$ cat config.mk
export PLATFORM = sky130hd
export DESIGN_NAME = switch_cpu_core
export DESIGN_NICKNAME = d
export VERILOG_FILES = /design/src/rtl/switch_cpu_pkg.sv /design/src/rtl/sw_sync.sv /design/src/rtl/switch_cpu_core.sv
export SDC_FILE = /design/constraint.sdc
export NUM_CORES = 1
export LEC_CHECK = 0
export BUFFER_PORTS_ARGS = -buffer_cell sky130_fd_sc_hd__buf_2
export CAP_MARGIN = 20
export CORE_MARGIN = 2
export CORE_UTILIZATION = 55
export CTS_CLUSTER_DIAMETER = 120
export CTS_CLUSTER_SIZE = 28
export DETAILED_ROUTE_END_ITERATION = 6
export GPL_ROUTABILITY_DRIVEN = 0
export PLACE_DENSITY_LB_ADDON = 0.08
export REMOVE_ABC_BUFFERS = 1
export SYNTH_ARGS = -nofsm -noshare
export SYNTH_HDL_FRONTEND = slang
export SYNTH_SLANG_ARGS = --single-unit
$ cat constraint.sdc
create_clock -name clock -period 3.5 [get_ports clock]
set_input_delay 0.7 -clock clock [delete_from_list [all_inputs] [get_ports clock]]
set_output_delay 0.7 -clock clock [all_outputs]
set_load 0.02 [all_outputs]
$ cat src/rtl/switch_cpu_pkg.sv
// Shared opcode constants and FSM state encoding
// for the switch-driven accumulator core.
package switch_cpu_pkg;

    localparam logic [3:0] OP_NOP  = 4'd0;
    localparam logic [3:0] OP_LOAD = 4'd1;
    localparam logic [3:0] OP_ADD  = 4'd2;
    localparam logic [3:0] OP_SUB  = 4'd3;
    localparam logic [3:0] OP_AND  = 4'd4;
    localparam logic [3:0] OP_OR   = 4'd5;
    localparam logic [3:0] OP_XOR  = 4'd6;
    localparam logic [3:0] OP_NOT  = 4'd7;
    localparam logic [3:0] OP_SHL  = 4'd8;
    localparam logic [3:0] OP_SHR  = 4'd9;
    localparam logic [3:0] OP_MUL  = 4'd10;
    localparam logic [3:0] OP_CLR  = 4'd11;

    typedef enum logic [1:0] {
        S_IDLE = 2'd0,
        S_MUL  = 2'd1,
        S_DONE = 2'd2
    } state_e;

endpackage

$ cat src/rtl/sw_sync.sv
// Two-flop synchronizer bringing the raw switch
// levels into the clock domain.
module sw_sync #(
    parameter int NUM_SW = 4
) (
    input  logic              clock,
    input  logic              reset_n,
    input  logic [NUM_SW-1:0] d,
    output logic [NUM_SW-1:0] q
);

    logic [NUM_SW-1:0] meta_q;
    logic [NUM_SW-1:0] sync_q;

    always_ff @(posedge clock or negedge reset_n) begin
        if (!reset_n) begin
            meta_q <= '0;
            sync_q <= '0;
        end else begin
            meta_q <= d;
            sync_q <= meta_q;
        end
    end

    assign q = sync_q;

endmodule

$ cat src/rtl/switch_cpu_core.sv
// Accumulator core: single-cycle ALU ops plus a
// shift-add multiplier, operand B from the switches.
module switch_cpu_core
    import switch_cpu_pkg::*;
#(
    parameter int WIDTH  = 8,
    parameter int NUM_SW = 4
) (
    input  logic              clock,
    input  logic              reset_n,
    input  logic [NUM_SW-1:0] sw,
    input  logic [3:0]        operation,
    input  logic              enable,
    output logic [WIDTH-1:0]  out,
    output logic              valid,
    output logic              busy,
    output logic              zero,
    output logic              carry
);

    localparam int CW = $clog2(WIDTH);

    logic [NUM_SW-1:0]  sw_s;
    logic [WIDTH-1:0]   b;
    state_e             state_q, state_d;
    logic [WIDTH-1:0]   acc_q, acc_d;
    logic               zero_q, zero_d;
    logic               carry_q, carry_d;
    logic [CW-1:0]      cnt_q, cnt_d;
    logic [2*WIDTH-1:0] mcand_q, mcand_d;
    logic [2*WIDTH-1:0] prod_q, prod_d;
    logic [WIDTH-1:0]   mplier_q, mplier_d;
    logic [2*WIDTH-1:0] sum;
    logic [WIDTH-1:0]   alu_res;
    logic               alu_c;
    logic [WIDTH:0]     ext;

    sw_sync #(.NUM_SW(NUM_SW)) u_sync (
        .clock  (clock),
        .reset_n(reset_n),
        .d      (sw),
        .q      (sw_s)
    );

    assign b = WIDTH'(sw_s);

    always_comb begin
        alu_res = acc_q;
        alu_c   = 1'b0;
        ext     = '0;
        unique case (operation)
            OP_LOAD: alu_res = b;
            OP_ADD: begin
                ext     = {1'b0, acc_q} + {1'b0, b};
                alu_res = ext[WIDTH-1:0];
                alu_c   = ext[WIDTH];
            end
            OP_SUB: begin
                ext     = {1'b0, acc_q} - {1'b0, b};
                alu_res = ext[WIDTH-1:0];
                alu_c   = ext[WIDTH];
            end
            OP_AND: alu_res = acc_q & b;
            OP_OR:  alu_res = acc_q | b;
            OP_XOR: alu_res = acc_q ^ b;
            OP_NOT: alu_res = ~acc_q;
            OP_SHL: begin
                alu_res = acc_q << 1;
                alu_c   = acc_q[WIDTH-1];
            end
            OP_SHR: begin
                alu_res = acc_q >> 1;
                alu_c   = acc_q[0];
            end
            OP_CLR: alu_res = '0;
            default: ;
        endcase
    end

    assign sum = prod_q + (mplier_q[0] ? mcand_q : '0);

    always_comb begin
        state_d  = state_q;
        acc_d    = acc_q;
        zero_d   = zero_q;
        carry_d  = carry_q;
        cnt_d    = cnt_q;
        mcand_d  = mcand_q;
        mplier_d = mplier_q;
        prod_d   = prod_q;
        unique case (state_q)
            S_IDLE: begin
                if (enable) begin
                    if (operation == OP_MUL) begin
                        state_d  = S_MUL;
                        cnt_d    = '0;
                        mcand_d  = {{WIDTH{1'b0}}, acc_q};
                        mplier_d = b;
                        prod_d   = '0;
                    end else begin
                        state_d = S_DONE;
                        acc_d   = alu_res;
                        carry_d = alu_c;
                        zero_d  = (alu_res == '0);
                    end
                end
            end
            S_MUL: begin
                prod_d   = sum;
                mcand_d  = mcand_q << 1;
                mplier_d = mplier_q >> 1;
                cnt_d    = cnt_q + 1'b1;
                // Last multiplier bit: commit low half, flag lost high bits
                if (cnt_q == CW'(WIDTH - 1)) begin
                    state_d = S_DONE;
                    acc_d   = sum[WIDTH-1:0];
                    carry_d = |sum[2*WIDTH-1:WIDTH];
                    zero_d  = (sum[WIDTH-1:0] == '0);
                end
            end
            S_DONE:  state_d = S_IDLE;
            default: state_d = S_IDLE;
        endcase
    end

    always_ff @(posedge clock or negedge reset_n) begin
        if (!reset_n) begin
            state_q  <= S_IDLE;
            acc_q    <= '0;
            zero_q   <= 1'b0;
            carry_q  <= 1'b0;
            cnt_q    <= '0;
            mcand_q  <= '0;
            mplier_q <= '0;
            prod_q   <= '0;
        end else begin
            state_q  <= state_d;
            acc_q    <= acc_d;
            zero_q   <= zero_d;
            carry_q  <= carry_d;
            cnt_q    <= cnt_d;
            mcand_q  <= mcand_d;
            mplier_q <= mplier_d;
            prod_q   <= prod_d;
        end
    end

    assign out   = acc_q;
    assign valid = (state_q == S_DONE);
    assign busy  = (state_q == S_MUL);
    assign zero  = zero_q;
    assign carry = carry_q;

endmodule
==> run_summary.xml <==
<?xml version="1.0" encoding="UTF-8"?>
<metrics>
  <group name="min_path">
    <metric name="holdCritPathClass" unit="">input pin to async pin</metric>
  </group>
  <group name="synthesis">
    <metric name="synth_edf_count" unit="">0</metric>
    <metric name="synthFlopType" unit="">dfrtp_1</metric>
    <metric name="synth_top_cell_area_share" unit="">0.327</metric>
    <metric name="ys_seq_area_frac" unit="">0.327</metric>
    <metric name="synth.distinct_cells" unit="">80</metric>
    <metric name="synth-async-reset-ratio" unit="">1.00</metric>
    <metric name="netlist_area" unit="µm²">4520</metric>
    <metric name="synth-seq-cells" unit="">59</metric>
    <metric name="ys_warn_count" unit="">0</metric>
    <metric name="post_synth_inst_count" unit="">521</metric>
    <metric name="avgSynthCellArea" unit="µm²">8.67</metric>
    <metric name="synth.top_cells.by_area" unit="">dfrtp_1, ha_1, nand2_1</metric>
    <metric name="netlist.top_cell.by_area" unit="">dfrtp_1</metric>
  </group>
  <group name="placed_design">
    <metric name="dpl-instance-area" unit="µm²">4740</metric>
    <metric name="dpl.hpwl" unit="µm">8260</metric>
    <metric name="dp_slack" unit="ns">0.330</metric>
    <metric name="buffer_ports.inserted" unit="">22</metric>
  </group>
  <group name="sta">
    <metric name="setup_ws" unit="ns">0.275</metric>
    <metric name="endpoints_failing_setup" unit="">0</metric>
    <metric name="final_max_slew_viol_count" unit="">0</metric>
    <metric name="fin_crit_sh" unit="">0.921</metric>
    <metric name="rsz_0062_raised_after_global_routing" unit="">no</metric>
    <metric name="timing.setup.tns" unit="ns">0</metric>
    <metric name="max_clock_freq" unit="GHz">0.310</metric>
    <metric name="tightest_slew" unit="ns">0.914</metric>
    <metric name="max-slew-margin-rel" unit="">0.391</metric>
    <metric name="skew" unit="ns">0.0116</metric>
    <metric name="period_needed" unit="ns">3.22</metric>
    <metric name="finalHoldViolCount" unit="">0</metric>
    <metric name="hold_slack" unit="ns">0.269</metric>
  </group>
  <group name="critical_path">
    <metric name="reg2reg_slack" unit="ns">0.28</metric>
    <metric name="worst_ep_arrival_time" unit="ns">3.45</metric>
    <metric name="worstSetupPathType" unit="">register to register</metric>
    <metric name="regToRegEndpoint" unit="">carry</metric>
    <metric name="cp.required" unit="ns">3.72</metric>
    <metric name="worst_setup_path_end_kind" unit="">register</metric>
    <metric name="cpMostUsedCell" unit="">nand4_1</metric>
    <metric name="worstPathCellList" unit="">and2_1 -&gt; ha_1 -&gt; fa_1 -&gt; a21o_1 -&gt; nand4_1 -&gt; nand4_1 -&gt; a21o_2 -&gt; a211o_2 -&gt; or4_1 -&gt; o31a_1</metric>
    <metric name="critical-path-slowest-cell" unit="">dfrtp_1</metric>
    <metric name="cp_top_family" unit="">compound AO/OA/AOI/OAI gates</metric>
    <metric name="timing.critical_path.fanout_max" unit="">10</metric>
    <metric name="worstReg2RegStart" unit="">mplier_q[0]</metric>
    <metric name="critPathBufInv" unit="">0</metric>
    <metric name="worst_setup_path_start_kind" unit="">register</metric>
    <metric name="reg2reg_depth" unit="">10</metric>
    <metric name="timing.critical_path.slowest_cell_delay" unit="ns">0.47</metric>
  </group>
  <group name="floorplan">
    <metric name="design.core.area" unit="µm²">8090</metric>
    <metric name="die_width" unit="µm">94.6</metric>
    <metric name="ioPinCount" unit="">23</metric>
    <metric name="dieArea" unit="µm²">8960</metric>
    <metric name="start_util" unit="">0.558</metric>
    <metric name="die_y" unit="µm">94.6</metric>
    <metric name="num_rows" unit="">33</metric>
  </group>
  <group name="clocking">
    <metric name="cts-root-to-sink-buffers" unit="">2</metric>
    <metric name="htree_levels" unit="">3</metric>
    <metric name="ctsRootBufferMaster" unit="">clkbuf_8</metric>
    <metric name="worst_setup_hold_path_clk_slew" unit="ns">0.08</metric>
    <metric name="post_cts.repair.setup_buffers" unit="">0</metric>
    <metric name="cts_resized" unit="">0</metric>
    <metric name="insertion_delay" unit="ns">0.34</metric>
    <metric name="cts_hold_bufs" unit="">0</metric>
    <metric name="clkSinkCount" unit="">59</metric>
    <metric name="cts_inserted_buffers" unit="">9</metric>
    <metric name="cts_tree" unit="">done</metric>
  </group>
  <group name="drt">
    <metric name="route.detailed.wl_per_inst" unit="µm">17.8</metric>
    <metric name="wirelength" unit="µm">11500</metric>
    <metric name="route.antenna.remaining_nets" unit="">0</metric>
    <metric name="drc_errors" unit="">0</metric>
    <metric name="first_pass_iters" unit="">4</metric>
    <metric name="vias_per_cell" unit="">6.26</metric>
    <metric name="drt_iter0_drc" unit="">272</metric>
    <metric name="vias" unit="">4024</metric>
  </group>
  <group name="final_layout">
    <metric name="count_of_antenna_diodes_in_the_layout" unit="">0</metric>
    <metric name="nets_final" unit="">577</metric>
    <metric name="post_layout_inst_area" unit="µm²">4970</metric>
    <metric name="final_common_cell" unit="">dfrtp_1</metric>
    <metric name="flow.area_growth_from_synthesis" unit="%">9.88</metric>
    <metric name="layout_fillers" unit="">711</metric>
    <metric name="top_library_cells_by_usage_in_the_layout_fill_and_taps_aside" unit="">dfrtp_1, nand2_1, nor2_1</metric>
    <metric name="share_of_layout_cells_above_drive_strength_1" unit="">0.156</metric>
  </group>
  <group name="outcome">
    <metric name="status" unit="">finished, final reports clean</metric>
  </group>
  <group name="global_routing">
    <metric name="grt.overflow.total" unit="">0</metric>
    <metric name="grt_util_all_layers" unit="">0.274</metric>
    <metric name="grt_antenna_before_repair" unit="">0</metric>
    <metric name="grt_start_max_net_pins" unit="">52</metric>
    <metric name="first_pass_grt_wire_length" unit="µm">19300</metric>
    <metric name="grt_pass1_vias" unit="">3818</metric>
  </group>
  <group name="flow_run">
    <metric name="max-cap-violations" unit="">0</metric>
  </group>
  <group name="pwr">
    <metric name="irDropWorstVdd" unit="V">0.000403</metric>
    <metric name="power.static_leakage" unit="nW">2.38</metric>
    <metric name="powerDensity" unit="nW/µm²">645</metric>
  </group>
</metrics>
## worst register-to-register path: stages (launching register included)
cell     delay (ns)
dfrtp_1        0.47
and2_1         0.18
ha_1           0.23
fa_1           0.43
a21o_1         0.21
nand4_1        0.18
nand4_1        0.20
a21o_2         0.25
a211o_2        0.31
or4_1          0.41
o31a_1         0.24
## registers in the layout, indices dropped and copies added (netlist names)
name and flops:
zero 1, mcand_q 16, out 8, mplier_q 4
carry 1, prod_q 16, cnt_q 3, state_q 2
u_sync.meta_q 4, u_sync.q 4
## routing by layer
metal,vias to the layer above,GRT usage,routed length [µm]
met3,19,0.0439,556
met5,-,0,0
met1,1953,0.410,5670
met2,120,0.411,5080
met4,0,0.0761,167
li1,1932,-,-
## report_power, final
part / switching, mW / internal, mW / total [mW]
registers: 0.235 / 0.879 / 1.11
clock network: 0.276 / 0.436 / 0.712
logic: 0.797 / 0.580 / 1.38
total: 1.31 / 1.89 / 3.20
## worst max path at each step
stage	startpoint	end	cells after the start
2_1_floorplan	mplier_q[0]	carry	10
3_3_place_gp	out[3]	out[5]	10
3_5_place_dp	mplier_q[0]	carry	10
4_1_cts	mplier_q[0]	carry	10
5_1_grt	mplier_q[0]	carry	10
6_report	mplier_q[0]	carry	10
## cell usage after synthesis (all sizes together) (4+ instances only)
library cell	count
nand4	4
mux2i	6
xor2	7
o31ai	4
xnor2	10
nor2b	11
nor2	37
o211ai	6
nor3b	5
a2111oi	4
o21ai	33
inv	18
nor3	11
o21bai	4
a21oi	34
nand2	47
a211oi	5
buf	4
mux2	7
a31oi	10
ha	29
dfrtp	59
and2	16
or4	4
clkbuf	34
a22o	18
nand3	12
a21o	12
## area by class of cell
cell class,instances,area [µm²],share of cell area
multi-input combinational,405,2820,0.567
sequential,59,1480,0.297
timing repair buffer,40,245,0.0494
clock buffer,11,151,0.0305
tap,105,131,0.0265
clock inverter,4,73.8,0.0149
inverter,19,71.3,0.0144
## logic make-up after synthesis
family / Yosys count / share of synthesized area
buffers and inverters: 57 / 0.0501
adder cells (fa/ha/maj): 33 / 0.0958
XOR/XNOR: 17 / 0.0329
flip-flops: 59 / 0.327
multiplexers: 13 / 0.0307
AND/OR/NAND/NOR: 177 / 0.205
AO/OA/AOI/OAI: 165 / 0.259
## metrics by stage
stage	instances	utilization	power, mW
final	643	0.614	3.20
after global placement	628	0.586	2.44
after detailed placement	628	0.586	2.47
after floorplan	483	-	2.05
after global routing	643	0.614	3.44
after CTS	643	0.614	3.19
(Power assumes the default switching activity.)
